==> config.mk <==
export PLATFORM = sky130hd
export DESIGN_NAME = demux_dist_flat
export DESIGN_NICKNAME = d
export VERILOG_FILES = /design/src/rtl/demux_dist_if.sv /design/src/rtl/demux_dist.sv /design/src/flat_wrapper.sv
export SDC_FILE = /design/constraint.sdc
export NUM_CORES = 1
export LEC_CHECK = 0
export CAP_MARGIN = 10
export CORE_MARGIN = 1.5
export CORE_UTILIZATION = 39
export DETAILED_ROUTE_END_ITERATION = 16
export PLACE_DENSITY = 0.76
export RECOVER_POWER = 25
export SETUP_SLACK_MARGIN = 0.02
export SLEW_MARGIN = 10
export SYNTH_ARGS = -nofsm -noshare
export SYNTH_HDL_FRONTEND = slang
export SYNTH_SLANG_ARGS = --single-unit
==> constraint.sdc <==
create_clock -name clk -period 4.1 [get_ports clk]
set_clock_uncertainty 0.1 [all_clocks]
set_input_delay 0.615 -clock clk [delete_from_list [all_inputs] [get_ports clk]]
set_output_delay 0.615 -clock clk [all_outputs]
set_load 0.02 [all_outputs]
==> src/rtl/demux_dist_if.sv <==
// rtl/demux_dist_if.sv - upstream beat, per-channel output and drop counter bundle for demux_dist
interface demux_dist_if #(
  parameter int DW  = 2,
  parameter int NCH = 31,
  parameter int CW  = 8
);
  logic              in_valid;
  logic              in_ready;
  logic [4:0]        in_sel;
  logic [DW-1:0]     in_data;
  logic [NCH-1:0]    out_valid;
  logic [NCH-1:0]    out_ready;
  logic [NCH*DW-1:0] out_data;
  logic [CW-1:0]     drop_count;

  // Upstream source and downstream sinks together.
  modport master (
    output in_valid, in_sel, in_data, out_ready,
    input  in_ready, out_valid, out_data, drop_count
  );

  // The demultiplexer itself.
  modport slave (
    input  in_valid, in_sel, in_data, out_ready,
    output in_ready, out_valid, out_data, drop_count
  );
endinterface

==> src/rtl/demux_dist.sv <==
// rtl/demux_dist.sv - registered 1-to-31 demultiplexer with one-entry buffer per channel and drop counter
module demux_dist #(
  parameter int DW  = 2,
  parameter int NCH = 31,
  parameter int CW  = 8
) (
  input  logic        clk,
  input  logic        rst,
  demux_dist_if.slave bus
);

  // Select code 31 is the mux's default-output code; here it means "no destination".
  localparam logic [4:0] DROP_SEL = 5'd31;

  logic [NCH-1:0]    full_q, full_d;
  logic [NCH*DW-1:0] data_q, data_d;
  logic [CW-1:0]     drop_q, drop_d;
  logic              rdy;
  logic              accept;

  // Ready looks only at the addressed channel; a drain in the same cycle frees the slot.
  always_comb begin
    rdy = 1'b1;
    for (int i = 0; i < NCH; i++) begin
      if (bus.in_sel == 5'(i)) begin
        rdy = !full_q[i] || bus.out_ready[i];
      end
    end
  end

  assign accept = bus.in_valid && rdy;

  // Per-channel next state: pop clears, an accept overwrites and wins over a pop.
  always_comb begin
    full_d = full_q;
    data_d = data_q;
    drop_d = drop_q;
    for (int i = 0; i < NCH; i++) begin
      if (full_q[i] && bus.out_ready[i]) begin
        full_d[i] = 1'b0;
      end
      if (accept && (bus.in_sel == 5'(i))) begin
        full_d[i]           = 1'b1;
        data_d[i*DW +: DW]  = bus.in_data;
      end
    end
    if (accept && (bus.in_sel == DROP_SEL) && (drop_q != {CW{1'b1}})) begin
      drop_d = drop_q + CW'(1);
    end
  end

  // State registers; reset overrides any coincident accept or pop.
  always_ff @(posedge clk) begin
    if (rst) begin
      full_q <= '0;
      data_q <= '0;
      drop_q <= '0;
    end else begin
      full_q <= full_d;
      data_q <= data_d;
      drop_q <= drop_d;
    end
  end

  assign bus.in_ready   = rdy;
  assign bus.out_valid  = full_q;
  assign bus.out_data   = data_q;
  assign bus.drop_count = drop_q;

endmodule

==> src/flat_wrapper.sv <==
// flat-port wrapper written by rule: the top's interface ports become plain ports
module demux_dist_flat 
#(
  parameter int DW  = 2,
  parameter int NCH = 31,
  parameter int CW  = 8
)
  (clk, rst, bus_in_valid, bus_in_sel, bus_in_data, bus_out_ready, bus_in_ready, bus_out_valid, bus_out_data, bus_drop_count);
  demux_dist_if #(.DW(DW), .NCH(NCH), .CW(CW)) bus_i ();
  input  logic clk;
  input  logic rst;
  input wire logic [$bits(bus_i.in_valid)-1:0] bus_in_valid;
  input wire logic [$bits(bus_i.in_sel)-1:0] bus_in_sel;
  input wire logic [$bits(bus_i.in_data)-1:0] bus_in_data;
  input wire logic [$bits(bus_i.out_ready)-1:0] bus_out_ready;
  output wire logic [$bits(bus_i.in_ready)-1:0] bus_in_ready;
  output wire logic [$bits(bus_i.out_valid)-1:0] bus_out_valid;
  output wire logic [$bits(bus_i.out_data)-1:0] bus_out_data;
  output wire logic [$bits(bus_i.drop_count)-1:0] bus_drop_count;
  assign bus_i.in_valid = bus_in_valid;
  assign bus_i.in_sel = bus_in_sel;
  assign bus_i.in_data = bus_in_data;
  assign bus_i.out_ready = bus_out_ready;
  assign bus_in_ready = bus_i.in_ready;
  assign bus_out_valid = bus_i.out_valid;
  assign bus_out_data = bus_i.out_data;
  assign bus_drop_count = bus_i.drop_count;
  demux_dist #(.DW(DW), .NCH(NCH), .CW(CW)) u_core (.clk(clk), .rst(rst), .bus(bus_i));
endmodule
==> run_results.csv <==
group,metric,value,unit
worst_setup_path,start_kind,"input port",
status,status,"finished clean",
worst_setup_path,crit_chain,"clkdlybuf4s50_1, buf_4, nor2b_1, nor3b_4, a311oi_1, a311oi_2, nor4_4, nor2_1, a31oi_1, dlymetal6s2s_1",
drt,dr.pass1.iters,5,
drt,ant_nets,0,
sta,slew_viol_final,0,
synthesis,yosys_most_used_dff,"dfxtp_1",
global_routing,grt_usage,0.2156,
worst_setup_path,max_stage_delay,0.55,ns
worst_setup_path,crit_path_max_fanout,10,
global_routing,grt_overflow,0,
worst_setup_path,criticalPathCategory,"input port to output port",
finish,area_growth,42.16,%
worst_setup_path,cp.arrival,3.00,ns
sta,rsz0062_at_grt,"false",
drt,wl_per_cell,17.42,microns
drt,drc,0,
global_routing,grt_pass1_vias,4033,
finish,drive_gt1_frac,0.1203,
pwr,p_leak,0.002699,uW
cts,cts_setup_buffers,0,
sta,min_period,3.720,ns
finish,final_cell_count_no_fill,775,
sta,setup_viol,0,
synthesis,synth_top_cell_area_share,0.4392,
placement,gp_congestion,0.8763,
placement,io_buffers,142,
drt,finalWirelength,13500,microns
die,start_util,0.4014,
global_routing,grt_pass1_wl,21520,microns
sta,fin_hold_ws,0.3792,ns
die,dieArea,12460,sq um
worst_setup_path,endpoint_kind,"output port",
synthesis,yosysUniqueCellTypes,56,
synthesis,async_flop_share,0,
sta,relSlewSlack,0.4630,
cts,cts_resized,0,
synthesis,seq_area_frac_synth,0.4392,
synthesis,synth_area_leaders,"dfxtp_1 44%, mux2i_1 12%, nand2b_1 11%",
synthesis,synthCells,480,
cts,cts_root_buf,"clkbuf_16",
cts,cts_sinks,101,
sta,setup-tns-final,0,ns
synthesis,synth_fp_nets,522,
cts,cts_inserted_buffers,9,
finish,final_nets,669,
die,die_y,111.6,microns
sta,fin_ws,0.3801,ns
die,top_level_ports,143,
drt,vias,4083,
placement,place_ws,0.03840,ns
sta,fin_crit_sh,0.9073,
global_routing,antenna_found_initial,0,
synthesis,netlist_area,4603,sq um
cts,clock_path_buffers,2,
hold_path,hp-class,"flip-flop to flip-flop",
synthesis,ys_warn_count,0,
finish,layout_commonest_cell,"dfxtp_1",
die,die_w,111.6,microns
global_routing,grt_max_degree,57,
synthesis,yosysTopAreaCell,"dfxtp_1",
sta,fmax,0.2688,GHz
sta,finalHoldViolCount,0,
die,fp-row-count,39,
drt,via_per_inst,5.268,
worst_setup_path,cpMaxStageDelayCell,"clkdlybuf4s50_1",
sta,tightestPinTransition,0.7993,ns
finish,layout_common_cells,"101 x dfxtp_1, 90 x clkdlybuf4s50_1, 79 x nand2b_1",
cts,clock_latency,0.34,ns
worst_setup_path,critPathBufInv,3,
pwr,peakVddDrop,201.9,uV
worst_setup_path,crit_family,"buffers and inverters",
placement,dpl.hpwl,9992,microns
finish,antenna_cells,0,
cts,cts_hold_buf,0,
die,coreArea,11470,sq um
pwr,power_density,304.2,nW/um^2
placement,dp.cells,759,
synthesis,synth_edf_count,0,
worst_setup_path,required,3.38,ns
cts,clk_pin_slew,0.06,ns
synthesis,avgSynthCellArea,9.590,sq um
synthesis,ys_ff_latch,101,
cts,cts_tree,"yes",
drt,drt_iter0_markers,193,
flow_run,cap_viol_max_count,0,
cts,h-tree-depth,3,
## final timing paths
kind                                        startpoint  depth (start not counted)  slack [ns]                                    to
setup / recovery                         bus_in_sel[3]                         10        0.38                          bus_in_ready
hold / removal     u_core.bus.out_data[9]$_SDFFE_PP0P_                          2        0.38   u_core.bus.out_data[9]$_SDFFE_PP0P_
setup reg to reg  u_core.bus.out_valid[6]$_SDFFE_PP0P_                          9        1.58  u_core.bus.out_data[33]$_SDFFE_PP0P_
hold reg to reg    u_core.bus.out_data[9]$_SDFFE_PP0P_                          2        0.38   u_core.bus.out_data[9]$_SDFFE_PP0P_
## stage by stage
step / total power (uW) / cell area [sq um] / util
after global routing: 2050 / 6544 / 0.5706
after CTS: 2001 / 6535 / 0.5699
after floorplan: 1129 / 4603 / -
after detailed placement: 1226 / 6265 / 0.5463
after global placement: 1223 / 6265 / 0.5463
final: 1990 / 6544 / 0.5706
## sequential cells by signal, summed over array words and instances, names as in the netlist
signal,count
u_core.bus.drop_count,8
u_core.bus.out_valid,31
u_core.bus.out_data,62
## synth_stat cells (2+ instances only)
master / number
a2bb2oi_1: 2
and3b_1: 2
dfxtp_1: 101
o21ai_1: 11
nor2b_1: 5
inv_1: 4
o21ai_2: 3
nor2_1: 26
nor3_2: 2
buf_2: 5
or3_1: 4
nand3b_1: 17
clkbuf_1: 17
buf_4: 2
nor3_1: 6
nor3b_2: 2
o211ai_2: 2
nand3_1: 11
a21oi_1: 36
and3_1: 2
a311oi_1: 2
o21ai_0: 9
nor4_1: 2
nand3_2: 19
nand2_1: 12
buf_6: 2
xor2_1: 3
or2_1: 3
nand2b_1: 79
a31oi_1: 4
mux2i_1: 55
nand4_1: 3
inv_2: 3
a221oi_1: 2
## layer usage
layer  track usage  part of all wire  wire (microns)
met2        0.3508              0.46            6271
met4       0.06667             0.016             211
met5             0                 0               0
met1        0.2799              0.45            6120
met3       0.05716             0.067             900
## area by class of cell
| cell class | instances | area (sq um) |
|---|---|---|
| fillers | 1014 | 4923 |
| multi-input cells | 345 | 2445 |
| clock buffers | 11 | 232.7 |
| repair buffers | 163 | 1602 |
| well taps | 143 | 178.9 |
| clock inverters | 5 | 37.54 |
| inverters | 7 | 26.28 |
| flip-flops and latches | 101 | 2022 |
## power by group
part,internal (uW),switching (uW),total [uW]
Clock,413,373,786
Combinational,101,114,215
Sequential,986,3.54,990
## kinds of logic after synthesis
logic type,synth area share
buffers and inverters,0.03397
muxes,0.1196
DFF,0.4392
and+or+nand+nor,0.2876
AOI/OAI and AO/OA,0.1093
adders and majority gates,0.002718
xor gates and xnor gates,0.007612
## worst min-delay path, cell delays in order, from the launching register on
cell	delay [ns]
dfxtp_1	0.31
nand2b_1	0.06
mux2i_1	0.06
No activity file was read; power rests on OpenSTA's default activity.
